===== config.mk =====
export PLATFORM = sky130hd
export DESIGN_NAME = nms_stream
export DESIGN_NICKNAME = d
export VERILOG_FILES = /design/src/rtl/nms_stream.sv
export SDC_FILE = /design/constraint.sdc
export NUM_CORES = 2
export LEC_CHECK = 0
export CAP_MARGIN = 20
export CELL_PAD_IN_SITES_DETAIL_PLACEMENT = 1
export CELL_PAD_IN_SITES_GLOBAL_PLACEMENT = 2
export CORE_AREA = 3 3 569 571
export DETAILED_ROUTE_END_ITERATION = 8
export DIE_AREA = 0 0 572 574
export PLACE_DENSITY_LB_ADDON = 0.1
export SLEW_MARGIN = 20
export SYNTH_ARGS = -nofsm -noshare
export SYNTH_HDL_FRONTEND = slang
export SYNTH_SLANG_ARGS = --single-unit
export TNS_END_PERCENT = 10

===== constraint.sdc =====
create_clock -name clock -period 105.4 [get_ports clock]
set_input_delay 21.08 -clock clock [delete_from_list [all_inputs] [get_ports clock]]
set_output_delay 21.08 -clock clock [all_outputs]
set_load 0.02 [all_outputs]

===== src/rtl/nms_stream.sv =====
// Streaming 3x3 non-maximum suppression for the FAST9 pipeline.
// Two score line buffers plus a 3x3 window replace random-access score
// fetches. A pixel delay line keeps the centre pixel aligned with its window.
// After the last pixel of a frame the block injects IMG_W+1 zero-score
// pseudo-pixels so that the bottom rows are decided without waiting for the
// next frame.
module nms_stream #(
  parameter int IMG_W   = 160,
  parameter int IMG_H   = 120,
  parameter int SCORE_W = 8,
  parameter int PIX_W   = 8,
  parameter int ADDR_W  = 15
) (
  input  logic               clock,
  input  logic               nReset,
  input  logic               mode,
  input  logic               inValid,
  output logic               inReady,
  input  logic [SCORE_W-1:0] inScore,
  input  logic [PIX_W-1:0]   inPixel,
  output logic               outValid,
  output logic               outCorner,
  output logic [PIX_W-1:0]   outPixel,
  output logic [ADDR_W-1:0]  outAddr
);

  localparam int CW = $clog2(IMG_W);
  localparam int RW = $clog2(IMG_H);
  localparam int KW = $clog2(IMG_W * IMG_H + IMG_W + 1);

  localparam logic [KW-1:0] K_LAST_PIX  = KW'(IMG_W * IMG_H - 1);
  localparam logic [KW-1:0] K_FIRST_OUT = KW'(IMG_W + 1);
  localparam logic [KW-1:0] K_LAST      = KW'(IMG_W * IMG_H + IMG_W);
  localparam logic [CW-1:0] COL_MAX     = CW'(IMG_W - 1);
  localparam logic [RW-1:0] ROW_MAX     = RW'(IMG_H - 1);

  typedef enum logic {RUN, FLUSH} state_t;

  state_t state_q, state_d;

  logic [KW-1:0]     k_q;
  logic [CW-1:0]     col_q;
  logic [CW-1:0]     cCol_q;
  logic [RW-1:0]     cRow_q;
  logic [ADDR_W-1:0] addr_q;

  logic               outValid_q;
  logic               outCorner_q;
  logic [PIX_W-1:0]   outPixel_q;
  logic [ADDR_W-1:0]  outAddr_q;

  logic [SCORE_W-1:0] lineA_q [IMG_W];
  logic [SCORE_W-1:0] lineB_q [IMG_W];
  logic [SCORE_W-1:0] win_q [3][2];
  logic [SCORE_W-1:0] nw [3][3];
  logic [PIX_W-1:0]   pd_q [IMG_W+1];

  logic               step;
  logic [SCORE_W-1:0] newScore;
  logic [PIX_W-1:0]   newPix;
  logic [SCORE_W-1:0] centre;
  logic               beatEarlier;
  logic               laterStrict;
  logic               laterTie;
  logic               border;
  logic               cornerD;

  assign outValid  = outValid_q;
  assign outCorner = outCorner_q;
  assign outPixel  = outPixel_q;
  assign outAddr   = outAddr_q;

  // Next-state logic: RUN takes input, FLUSH injects zero-score pixels every cycle.
  always_comb begin
    state_d  = state_q;
    inReady  = 1'b0;
    step     = 1'b0;
    newScore = '0;
    newPix   = '0;
    case (state_q)
      RUN: begin
        inReady  = 1'b1;
        step     = inValid;
        newScore = inScore;
        newPix   = inPixel;
        if (inValid && (k_q == K_LAST_PIX)) state_d = FLUSH;
      end
      FLUSH: begin
        step = 1'b1;
        if (k_q == K_LAST) state_d = RUN;
      end
      default: state_d = RUN;
    endcase
  end

  // Window as it will look after this step: shift left, new column on the right.
  always_comb begin
    for (int i = 0; i < 3; i++) begin
      nw[i][0] = win_q[i][0];
      nw[i][1] = win_q[i][1];
    end
    nw[0][2] = lineB_q[col_q];
    nw[1][2] = lineA_q[col_q];
    nw[2][2] = newScore;
  end

  // Suppression decision; in tie mode a plateau keeps only its earliest raster member.
  always_comb begin
    centre      = nw[1][1];
    beatEarlier = (centre > nw[0][0]) && (centre > nw[0][1]) &&
                  (centre > nw[0][2]) && (centre > nw[1][0]);
    laterStrict = (centre > nw[1][2]) && (centre > nw[2][0]) &&
                  (centre > nw[2][1]) && (centre > nw[2][2]);
    laterTie    = (centre >= nw[1][2]) && (centre >= nw[2][0]) &&
                  (centre >= nw[2][1]) && (centre >= nw[2][2]);
    border      = (cCol_q == '0) || (cCol_q == COL_MAX) ||
                  (cRow_q == '0) || (cRow_q == ROW_MAX);
    cornerD     = (centre != '0) && !border && beatEarlier &&
                  (mode ? laterTie : laterStrict);
  end

  // Control counters and registered outputs; border masking makes stale data harmless.
  always_ff @(posedge clock or negedge nReset) begin
    if (!nReset) begin
      state_q     <= RUN;
      k_q         <= '0;
      col_q       <= '0;
      cCol_q      <= '0;
      cRow_q      <= '0;
      addr_q      <= '0;
      outValid_q  <= 1'b0;
      outCorner_q <= 1'b0;
      outPixel_q  <= '0;
      outAddr_q   <= '0;
    end else begin
      state_q     <= state_d;
      outValid_q  <= 1'b0;
      outCorner_q <= 1'b0;
      outPixel_q  <= '0;
      if (step) begin
        if (k_q >= K_FIRST_OUT) begin
          outValid_q  <= 1'b1;
          outCorner_q <= cornerD;
          outPixel_q  <= cornerD ? pd_q[IMG_W] : '0;
          outAddr_q   <= addr_q;
          addr_q      <= addr_q + ADDR_W'(1);
          if (cCol_q == COL_MAX) begin
            cCol_q <= '0;
            cRow_q <= (cRow_q == ROW_MAX) ? '0 : cRow_q + RW'(1);
          end else begin
            cCol_q <= cCol_q + CW'(1);
          end
        end
        if ((state_q == FLUSH) && (k_q == K_LAST)) begin
          k_q    <= '0;
          col_q  <= '0;
          cCol_q <= '0;
          cRow_q <= '0;
          addr_q <= '0;
        end else begin
          k_q   <= k_q + KW'(1);
          col_q <= (col_q == COL_MAX) ? '0 : col_q + CW'(1);
        end
      end
    end
  end

  // Score line buffers, window and pixel delay line advance on every step.
  always_ff @(posedge clock) begin
    if (step) begin
      lineB_q[col_q] <= lineA_q[col_q];
      lineA_q[col_q] <= newScore;
      for (int i = 0; i < 3; i++) begin
        win_q[i][0] <= nw[i][1];
        win_q[i][1] <= nw[i][2];
      end
      pd_q[0] <= newPix;
      for (int i = 1; i <= IMG_W; i++) pd_q[i] <= pd_q[i-1];
    end
  end

endmodule

==> results.yml <==
setup_path:
  critical_path_arrival_ns: 27.22
  end_kind: "register"
  startpoint_type: "primary input"
  critPathKind: "in -> reg"
  crit_path_cell_trace: "clkdlybuf4s50_1 > nor2_1 > buf_4 > inv_8 > buf_4 > buf_4 > buf_4 > buf_12 > buf_4 > buf_4"
  reg2reg_slack_ns: 97.01
  crit_fanout: 169
  slowest_stage: "buf_4"
  cpMostUsedCell: "buf_4"
  worst_r2r_path_depth: 18
  required_ns: 105.94
  r2r-end: "outPixel[1]"
  timing.rr.start: "col_q[0]"
  cpPeakStageDelay_ns: 0.87
logic_synthesis:
  ys_warn_count: 0
  synth-seq-area-share_pct: 82.9
  syn-num-nets: 6251
  syn_inst: 6155
  async_flop_share_pct: 1.99
  synth_area_leader_cell: "edfxtp_1"
  syn_area_um2: 144000
  ys_ff_latch: 3975
  yosysMostFrequentCell: "edfxtp_1"
  synthTopCellsByArea: "edfxtp_1 (82%), mux4_2 (11%), dfrtp_1 (1.4%)"
  synth_top_area_share_pct: 81.5
  synth.avg_cell_area_um2: 23.3
  synth_common_cells: "edfxtp_1 (3896), mux4_2 (704), nor2_1 (247)"
  ys_types: 65
  synth-edff-count: 3896
  ys.flop_type: "edfxtp_1"
route:
  wl_um: 340000
  via_count: 63906
  firstDrtPassIters: 5
  vias_per_cell: 5.72
  drtIter0Drc: 7232
  antenna_left: 0
  drt-wirelength-per-cell_um: 30.4
  drc: 0
global_route:
  grt_use_total_pct: 20.6
  grt_first_pass_wirelength_um: 489000
  grt_pass1_vias: 66175
  antenna_found_initial: 25
  grt-ovfl-total: 0
  grt_max_degree: 191
sta:
  worst_pin_slew_ns: 1.10
  slew_violations: 0
  setup_viol_count_final: 0
  hold_violations: 0
  period_share_pct: 25.3
  period_needed_ns: 26.68
  grt_setup_unrepaired: "no"
  fin_setup_tns_ns: 0
  max_freq_mhz: 37.5
  relSlewSlack_pct: 26.5
  finClkSkew_ns: 0.0452
die:
  die_height_um: 574
  core_area_um2: 318000
  die_w_um: 572
  start_util_pct: 45.1
  rows: 207
  io_pins: 46
  die-area_um2: 328000
power:
  p_seq_share_pct: 49.5
  comb_power_share_pct: 16.1
  ir_worst_vdd_v: 0.0000710
  pwr-share-clk_pct: 34.4
  internal_power_mw: 2.94
  p_switching_mw: 1.15
  pwr_density_cell_nw_per_um2: 25.0
  p_sw_share_pct: 28.1
  p_leak_nw: 54.8
finish:
  areaGrowthSynthToFinish_pct: 14.0
  nets: 6746
  fillers: 27211
  post_route_cells_drive_above_1_share_pct: 23.1
  post-route-util_pct: 51.4
  final_area_um2: 164000
min_path:
  min_path_cells: 0
  hp-class: "reg -> reg"
  holdPathEnd: "pd_q[1][35]"
  worstHoldStart: "pd_q[1][27]"
cts:
  cts.path.max_buffers: 4
  hold_buffers: 0
  cts_tree: "yes"
  clock-root-buffer: "clkbuf_16"
  cts_buffers: 410
  cts.htree.levels: 5
  post-cts-setup-buffers: 0
  clk_pin_slew_worst_paths_ns: 0.06
  cts_resized: 0
  clkSinkCount: 3975
  insertion_delay_ns: 0.95
place:
  hpwl_um: 199000
  finalWeightedCongestion: 0.801
  placed_area_um2: 150000
  port_buffers: 45
status:
  outcome: "complete, no violations"
flow_run:
  drv_cap: 0
worst max-delay path by stage:
stage,from,slack (ns),depth (start not counted),end
after floorplan,inValid,37.06,5,lineA_q[108][0]
after global placement,inValid,77.96,10,pd_q[0][11]
after detailed placement,inValid,77.67,10,pd_q[0][11]
after CTS,inValid,78.73,10,pd_q[0][19]
after global routing,inValid,78.29,10,pd_q[0][13]
final,inValid,78.72,10,pd_q[0][13]
layer usage:
| layer | up-vias | share of wire, % | GRT usage, % |
|---|---|---|---|
| met4 | 0 | 3.0 | 5.89 |
| met3 | 493 | 6.1 | 3.13 |
| met2 | 1904 | 46 | 31.3 |
| met1 | 34825 | 45 | 31.0 |
| met5 | - | 0 | 0 |
| li1 | 26684 | - | - |
registers in the layout, indices dropped and copies added, names as in the netlist, 7 cells and up:
| name | flops |
|---|---|
| cCol_q | 8 |
| win_q | 48 |
| lineB_q | 1280 |
| k_q | 15 |
| lineA_q | 1280 |
| addr_q | 15 |
| outAddr | 15 |
| pd_q | 1288 |
| cRow_q | 7 |
| outPixel | 8 |
| col_q | 8 |
logic make-up after synthesis:
| logic type | after synthesis | synth area share, % |
|---|---|---|
| buffers and inverters | 314 | 1.06 |
| xor gates and xnor gates | 30 | 0.183 |
| AOI/OAI and AO/OA | 324 | 1.53 |
| and+or+nand+nor | 663 | 2.14 |
| muxes | 773 | 11.5 |
| DFF | 3975 | 82.9 |
| adders and majority gates | 76 | 0.663 |
placed cells by master, fill, tap and decap left out, types with 55 or more instances in the layout:
cell | synthesis | final
mux2i_1 | 63 | 63
edfxtp_1 | 3896 | 3896
clkbuf_16 | 0 | 419
nand2_1 | 158 | 158
a21oi_1 | 63 | 62
nor2_1 | 247 | 246
clkinv_2 | 0 | 73
inv_1 | 63 | 55
buf_4 | 48 | 267
clkinv_1 | 2 | 92
a22oi_1 | 61 | 61
ha_1 | 76 | 76
dfrtp_1 | 79 | 72
clkbuf_1 | 88 | 95
mux4_2 | 704 | 704
power by group through the flow:
stage	Combinational (mW)	Clock (mW)	Sequential (mW)
after detailed placement	0.668	0	2.06
after global placement	0.643	0	2.05
after global routing	0.701	1.52	2.03
final	0.658	1.41	2.02
after floorplan	0.294	0	2.09
after CTS	0.668	1.45	2.02
stage by stage:
stage | instances | worst slack, ns | power [mW] | hold slack, ns
3_5_place_dp | 10414 | 77.67 | 2.72 | 0.405
2_1_floorplan | 6155 | 37.06 | 2.38 | 0.400
6_report | 11173 | 78.72 | 4.09 | 0.407
3_3_place_gp | 10414 | 77.96 | 2.70 | 0.400
4_1_cts | 11164 | 78.73 | 4.14 | 0.411
5_1_grt | 11169 | 78.29 | 4.24 | 0.419
area by class of cell:
cell class | instances | area (um2) | area share, %
Clock inverter | 232 | 2140 | 1.31
Multi-Input combinational cell | 1866 | 23200 | 14.2
Antenna cell | 5 | 12.5 | 0.00765
Sequential cell | 3975 | 119000 | 72.7
Inverter | 66 | 275 | 0.168
Clock buffer | 518 | 10900 | 6.66
Tap cell | 4180 | 5230 | 3.20
Timing Repair Buffer | 331 | 2850 | 1.74
critical path, delay by kind of cell:
kind / cells / cell delay [ns]
AND/OR/NAND/NOR: 1 / 0.07
buffers and inverters: 9 / 5.55
Note: power is estimated with default switching activity, not from simulation.
